$ cat src/rtl/dma_done_irq_coalescer.sv
// dma_done_irq_coalescer: DMA transfer ID tracking with count/timeout coalesced completion interrupt
module dma_done_irq_coalescer #(
  parameter int IdWidth      = 32,
  parameter int CntWidth     = 16,
  parameter int TimeoutWidth = 16
) (
  input  logic                    clk_i,
  input  logic                    rst_i,
  input  logic                    issue_i,
  input  logic                    retire_i,
  input  logic                    rsp_err_i,
  input  logic                    cfg_irq_en_i,
  input  logic [CntWidth-1:0]     cfg_threshold_i,
  input  logic [TimeoutWidth-1:0] cfg_timeout_i,
  input  logic                    irq_ack_i,
  output logic [IdWidth-1:0]      next_id_o,
  output logic [IdWidth-1:0]      done_id_o,
  output logic [CntWidth-1:0]     outstanding_o,
  output logic [CntWidth-1:0]     unacked_o,
  output logic                    irq_o,
  output logic                    err_o,
  output logic                    busy_o
);
  typedef enum logic [1:0] {IDLE, ACCUM, IRQ} state_t;
  localparam logic [CntWidth-1:0] CNT_ONE = CntWidth'(1);
  localparam logic [CntWidth-1:0] CNT_MAX = '1;
  localparam logic [TimeoutWidth-1:0] TMO_ONE = TimeoutWidth'(1);
  localparam logic [TimeoutWidth-1:0] TMO_MAX = '1;
  state_t state, state_n;
  logic [TimeoutWidth-1:0] timer, timer_n;
  logic [CntWidth-1:0] thr, out_n, unacked_n;
  logic err_n, tmo_hit, trig;
  // Next-value logic for counters, sticky error and the coalescing trigger
  always_comb begin
    thr = (cfg_threshold_i == '0) ? CNT_ONE : cfg_threshold_i;
    out_n = (issue_i && !retire_i && outstanding_o != CNT_MAX) ? outstanding_o + CNT_ONE :
            (retire_i && !issue_i && outstanding_o != '0) ? outstanding_o - CNT_ONE : outstanding_o;
    unacked_n = irq_ack_i ? CntWidth'(retire_i) :
                (retire_i && unacked_o != CNT_MAX) ? unacked_o + CNT_ONE : unacked_o;
    err_n = (retire_i && (rsp_err_i || outstanding_o == '0)) || (err_o && !irq_ack_i);
    tmo_hit = cfg_timeout_i != '0 && !retire_i && timer >= cfg_timeout_i - TMO_ONE;
    trig = cfg_irq_en_i && (unacked_n >= thr || tmo_hit);
  end
  // State transitions; an ack always leaves IRQ/ACCUM without re-triggering in the same cycle
  always_comb begin
    state_n = IDLE;
    case (state)
      IDLE:    state_n = !retire_i ? IDLE : trig ? IRQ : ACCUM;
      ACCUM:   state_n = irq_ack_i ? (retire_i ? ACCUM : IDLE) : trig ? IRQ : ACCUM;
      IRQ:     state_n = irq_ack_i ? (retire_i ? ACCUM : IDLE) :
                         !cfg_irq_en_i ? (unacked_n == '0 ? IDLE : ACCUM) : IRQ;
      default: state_n = IDLE;
    endcase
    timer_n = (state_n != ACCUM || retire_i) ? '0 : (timer == TMO_MAX ? timer : timer + TMO_ONE);
  end
  // Registered state, counters and outputs; irq_o decodes the next state so it lines up with IRQ
  always_ff @(posedge clk_i or posedge rst_i) begin
    if (rst_i) begin
      state         <= IDLE;
      timer         <= '0;
      next_id_o     <= IdWidth'(1);
      done_id_o     <= '0;
      outstanding_o <= '0;
      unacked_o     <= '0;
      irq_o         <= 1'b0;
      err_o         <= 1'b0;
    end else begin
      state         <= state_n;
      timer         <= timer_n;
      next_id_o     <= next_id_o + IdWidth'(issue_i);
      done_id_o     <= done_id_o + IdWidth'(retire_i);
      outstanding_o <= out_n;
      unacked_o     <= unacked_n;
      irq_o         <= state_n == IRQ;
      err_o         <= err_n;
    end
  end
  assign busy_o = outstanding_o != '0;
endmodule

$ cat config.mk
export PLATFORM = sky130hd
export DESIGN_NAME = dma_done_irq_coalescer
export DESIGN_NICKNAME = d
export VERILOG_FILES = /design/src/rtl/dma_done_irq_coalescer.sv
export SDC_FILE = /design/constraint.sdc
export NUM_CORES = 1
export LEC_CHECK = 0
export CAP_MARGIN = 25
export CORE_MARGIN = 1
export CORE_UTILIZATION = 55
export CTS_BUF_LIST = sky130_fd_sc_hd__clkbuf_8
export DETAILED_ROUTE_END_ITERATION = 16
export PLACE_DENSITY = 0.84
export SETUP_SLACK_MARGIN = 0.1
export SYNTH_ARGS = -nofsm -noshare
export SYNTH_HDL_FRONTEND = slang
export SYNTH_SLANG_ARGS = --single-unit
$ cat constraint.sdc
create_clock -name clk_i -period 13.4 [get_ports clk_i]
set_clock_uncertainty 0.2 [all_clocks]
set_input_delay 3.35 -clock clk_i [delete_from_list [all_inputs] [get_ports clk_i]]
set_output_delay 3.35 -clock clk_i [all_outputs]
set_load 0.05 [all_outputs]
Word-level counts from Yosys, hierarchy flattened
Index checks and enable logic that the tools add are counted.

Logic and storage cells: 64. Output and inout bits: 99. Input port bits: 39. Flip-flop bits (word level): 116.

Equal/unequal tests: 8. Reductions and logical operators: 24. Order comparisons: 2. Multiplexer cells: 15. $add $sub $neg: 7.

Operators with widths (count): two-way mux 16 bit (7); adder 32 x 1 -> 32 bit (2); adder 16 x 1 -> 16 bit, second input constant (3); zero test 16 bit (3); >= comparator 16 bit (2); inequality test 16 bit, second input constant (2); nonzero test 16 bit (2); subtractor 16 x 1 -> 16 bit, second input constant (2); == test 16 bit, second input constant (1); logical AND 1 bit (10); two-way mux 2 bit (5); one-hot mux 2 bit (3 select lines) (1); == test 2 bit, second input constant (2); logical OR 1 bit (4); zero test 1 bit (3); == test 2 x 1 -> 1 bit, second input constant (1); zero test 2 bit (1); two-way mux 1 bit (2); inequality test 2 x 1 -> 1 bit, second input constant (1); inequality test 2 bit, second input constant (1); nonzero test 2 bit (1).

Depth between registers and ports, before layout
Depth after elaboration: 13. Mapped depth: 17. Gate-level depth less buffers: 15.

Worst setup path after synthesis
OpenSTA, ideal clock, no wires.

Path kind: in2reg. Start point: input cfg_timeout_i[0]. End point: register timer[0]. Buffers on the path: 1. Slack: 6778 ps. Setup time: 145 ps. Cell stages on the path: 15. Arrival: 6277 ps. Data required time: 13055 ps. Cell sequence: inv_1 ha_1 or3b_4 nor4_4 nand2_1 nor4_1 xnor2_1 ha_1 nand4_1 a2111oi_0 a221o_1 a211oi_4 a311oi_4 buf_6 nor3_2.

Cells in the longest elaborated chain, start to end: 11.

Ends and longest elaborated chain: start, declared (RTL line 14) `input logic [TimeoutWidth-1:0] cfg_timeout_i,`; subtractor 16 x 1 -> 16 bit / nonzero test 16 bit (equally long branches) (RTL line 41) `tmo_hit = cfg_timeout_i != '0 && !retire_i && timer >= cfg_timeout_i - TMO_ONE;`; >= comparator 16 bit / logical AND 1 bit (equally long branches) (RTL line 41); logical AND 1 bit (*) (RTL line 41); logical OR 1 bit (*) (RTL line 42) `trig = cfg_irq_en_i && (unacked_n >= thr || tmo_hit);`; logical AND 1 bit (*) (RTL line 42); two-way mux 2 bit (*) (RTL line 48, 49); two-way mux 2 bit, on equally long branches (RTL line 49, 48); one-hot mux 2 bit (3 select lines) (*) (RTL line 47) `case (state)`; inequality test 2 x 1 -> 1 bit (*) (RTL line 54) `timer_n = (state_n != ACCUM || retire_i) ? '0 : (timer == TMO_MAX ? timer : timer + TMO_ONE);`; logical OR 1 bit (*) (RTL line 54); inequality test 2 bit (no line) / two-way mux 16 bit (equally long branches); end signal, assigned (RTL line 69) `timer <= timer_n;`; end, declared (RTL line 30) `logic [TimeoutWidth-1:0] timer, timer_n;`.

Every way passes the cells marked *; elsewhere a longest branch is shown, timed or not. A chain may end at the register's enable or synchronous reset.

Worst setup path in the final report
Start point: input retire_i. End point: register timer[14].

Cells in the longest elaborated chain, start to end: 12.

Ends and longest elaborated chain: start, declared (RTL line 10) `input logic retire_i,`; logical AND 1 bit (*) (RTL line 39) `(retire_i && unacked_o != CNT_MAX) ? unacked_o + CNT_ONE : unacked_o;`; two-way mux 16 bit (*) (RTL line 39); two-way mux 16 bit (*) (RTL line 38) `unacked_n = irq_ack_i ? CntWidth'(retire_i) :`; via unacked_n[15] (RTL line 31) `logic [CntWidth-1:0] thr, out_n, unacked_n;`; >= comparator 16 bit (RTL line 42); logical OR 1 bit (RTL line 42); logical AND 1 bit (RTL line 42); two-way mux 2 bit (RTL line 48, 49); two-way mux 2 bit, on equally long branches (RTL line 49, 48); one-hot mux 2 bit (3 select lines) (*) (RTL line 47); inequality test 2 x 1 -> 1 bit (*) (RTL line 54); logical OR 1 bit (*) (RTL line 54); inequality test 2 bit (no line) / two-way mux 16 bit (equally long branches).

The timed path passes the listed nets; every way through them passes the cells marked *.

==> impl_metrics.env <==
export IMPL_rows=41
export IMPL_ios=138
export IMPL_dieArea_sq_mm=0.0138
export IMPL_timing_hold_ws_ps=272
export IMPL_drc=0
export IMPL_yosysMostFrequentCell="dfrtp_1"
export IMPL_ys_top_cells_by_area="dfrtp_1 39%, ha_1 9.0%, xnor2_1 8.3%"
export IMPL_port_buffers=137
export IMPL_vdd_ir_drop_worst_mv=0.145
export IMPL_grt_pass1_vias=6096
export IMPL_synth_async_sr_flop_share_pct=100
export IMPL_post_cts_buffers=0
export IMPL_setup_tns_ps=0
export IMPL_synth_top_area_cell="dfrtp_1"
export IMPL_ff2ff_path_depth=15
export IMPL_drt_first_pass_iters=5
export IMPL_whs_path_depth=1
export IMPL_synth_top_area_share_pct=39.1
export IMPL_syn2layout_area_growth_pct=25.1
export IMPL_synth_edf_count=0
export IMPL_required_ps=13460
export IMPL_ys_warn_count=0
export IMPL_die_w_um=118
export IMPL_path_clk_slew_ps=70
export IMPL_start_util_pct=57.3
export IMPL_rsz0062_at_grt="false"
export IMPL_nNetsFinal=990
export IMPL_track_usage_pct=25.6
export IMPL_report_final_setup_viol=0
export IMPL_cts_root_buf="clkbuf_8"
export IMPL_routed_wl_mm=16.7
export IMPL_synth_seq_cells=116
export IMPL_fp_dieH_um=118
export IMPL_vias=6264
export IMPL_hold_path_class="flop to flop"
export IMPL_slew_violations=0
export IMPL_drtIter0Drc=306
export IMPL_yosys_top_cells_count="115 x dfrtp_1, 70 x xnor2_1, 60 x nand2_1"
export IMPL_final_cell_area_sq_mm=0.00920
export IMPL_worstSetupEndpointType="flop"
export IMPL_ctsResizeCount=0
export IMPL_drtAntennaViolNets=0
export IMPL_p_leak_nw=3.90
export IMPL_grt_pass1_wl_mm=28.7
export IMPL_grt_start_max_net_pins=62
export IMPL_cts_hold_buf=0
export IMPL_synthCells=759
export IMPL_status="completed"
export IMPL_synth_avg_cell_area_sq_um=9.69
export IMPL_routedWlPerCell_um=15.5
export IMPL_design_core_area_sq_mm=0.0128
export IMPL_antenna_found_initial=0
export IMPL_cp_start_kind="primary input"
export IMPL_syn_cell_area_sq_mm=0.00735
export IMPL_place_detailed_hpwl_mm=12.6
export IMPL_tightest_slew_ps=1010
export IMPL_finalCritPeriodShare_pct=55.9
export IMPL_clkSinkCount=116
export IMPL_path_max_fanout=30
export IMPL_clockBufferDepth=2
export IMPL_cts_tree="yes"
export IMPL_antenna_cells=0
export IMPL_cts_made_buffers=17
export IMPL_maxCapViolCount=0
export IMPL_worstSkewPairLatency_ps=440
export IMPL_crit_arrival_ps=7560
export IMPL_hold_violations=0
export IMPL_relSlewSlack_pct=32.0
export IMPL_synth_fp_nets=852
export IMPL_grt_overflow_total=0
export IMPL_critPathKind="primary input to flop"
export IMPL_max_freq_ghz=0.133
export IMPL_synth_distinct_cells=75
export IMPL_vias_per_cell=5.79
export IMPL_place_area_sq_mm=0.00884
export IMPL_fin_crit_ps=7490
export IMPL_h_tree_depth=4
export IMPL_power_density_mw_per_mm2=140
export IMPL_ys_seq_area_share_pct=39.5
export IMPL_gp_congestion=0.882
export IMPL_drive_gt1_share_pct=7.58
export IMPL_synthFlopType="dfrtp_1"
[power breakdown]
part / leakage [nW] / internal (W) / switching, W
sequential: 1.55 / 0.000398 / 0.0000665
clock: 0.168 / 0.000133 / 0.000153
combinational: 2.18 / 0.000205 / 0.000330
[layer usage]
layer / track usage (%) / vias up / share of wire [%]
met5: 0 / - / 0
met4: 11.0 / 0 / 2.5
met3: 5.52 / 39 / 5.8
met2: 42.0 / 209 / 49
met1: 32.5 / 2992 / 43
li1: - / 3024 / -
[worst max-delay path, cell delays in order]
cell	delay, ps
clkdlybuf4s50_1	460
buf_4	360
nand2_1	150
nor4_1	580
and2_1	240
nand2_1	80
o311a_1	320
ha_1	300
nand4_1	90
nor2_1	140
o211ai_1	100
a21oi_1	280
a211oi_4	80
a311oi_4	890
nor3_1	130
[layout make-up]
cell class | instances | area (sq um)
multi-input combinational | 591 | 4210
fill | 921 | 3630
sequential | 116 | 2900
timing repair buffer | 141 | 1400
clock buffer | 18 | 248
tap | 172 | 215
inverter | 30 | 115
clock inverter | 14 | 105
[sequential cells by signal, summed over array words and instances, names as in the netlist]
| register | cells |
|---|---|
| timer | 16 |
| state | 2 |
| unacked_o | 16 |
| done_id_o | 32 |
| irq_o | 1 |
| outstanding_o | 16 |
| err_o | 1 |
| next_id_o | 32 |
[path summary, 6_finish.rpt]
path / start / slack, ps / to
max in group asynchronous: rst_i / 8640 / next_id_o[31]
min in group asynchronous: rst_i / 3180 / done_id_o[9]
setup / recovery: retire_i / 5910 / timer[14]
hold / removal: next_id_o[31] / 270 / next_id_o[31]
setup reg to reg: unacked_o[0] / 8860 / timer[14]
hold reg to reg: next_id_o[31] / 270 / next_id_o[31]
[layout by cell type (no fill, tap or decap), types with 5 or more instances in the layout]
| cell | instances |
|---|---|
| clkdlybuf4s50_1 | 137 |
| dfrtp_1 | 115 |
| xnor2_1 | 70 |
| nand2_1 | 60 |
| nor2_1 | 55 |
| ha_1 | 53 |
| nand3_1 | 45 |
| xor2_1 | 40 |
| nand4_1 | 32 |
| inv_1 | 28 |
| a21oi_1 | 28 |
| o21ai_0 | 22 |
| nor3_1 | 19 |
| nor4_1 | 18 |
| clkbuf_8 | 18 |
| and3_1 | 17 |
| nor3_2 | 11 |
| nand2b_1 | 9 |
| and2_1 | 8 |
| a211oi_1 | 8 |
| a31oi_1 | 7 |
| nor2b_1 | 6 |
| a21o_1 | 6 |
| o21a_1 | 5 |
| clkinvlp_4 | 5 |
[stage by stage]
stage,utilization [%],total power (W),worst slack (ps),instances
floorplan,-,0.000836,6780,759
global placement,68.9,0.000993,5690,1050
detailed placement,68.9,0.00100,5560,1050
CTS,71.7,0.00129,6010,1082
global route,71.7,0.00136,5570,1082
finish,71.7,0.00129,5910,1082
[cell families (layout without fill, tap and decap cells)]
group                    Yosys count  after routing  share of synthesized area, %
buffers and inverters             52            203                          3.28
flip-flops                       116            116                          39.5
AO/OA/AOI/OAI                    116            116                          11.3
multiplexers                       5              5                         0.715
XOR/XNOR                         110            110                          13.1
AND/OR/NAND/NOR                  306            306                          22.8
adder cells (fa/ha/maj)           54             54                          9.29
No activity file was read; power rests on OpenSTA's default activity.
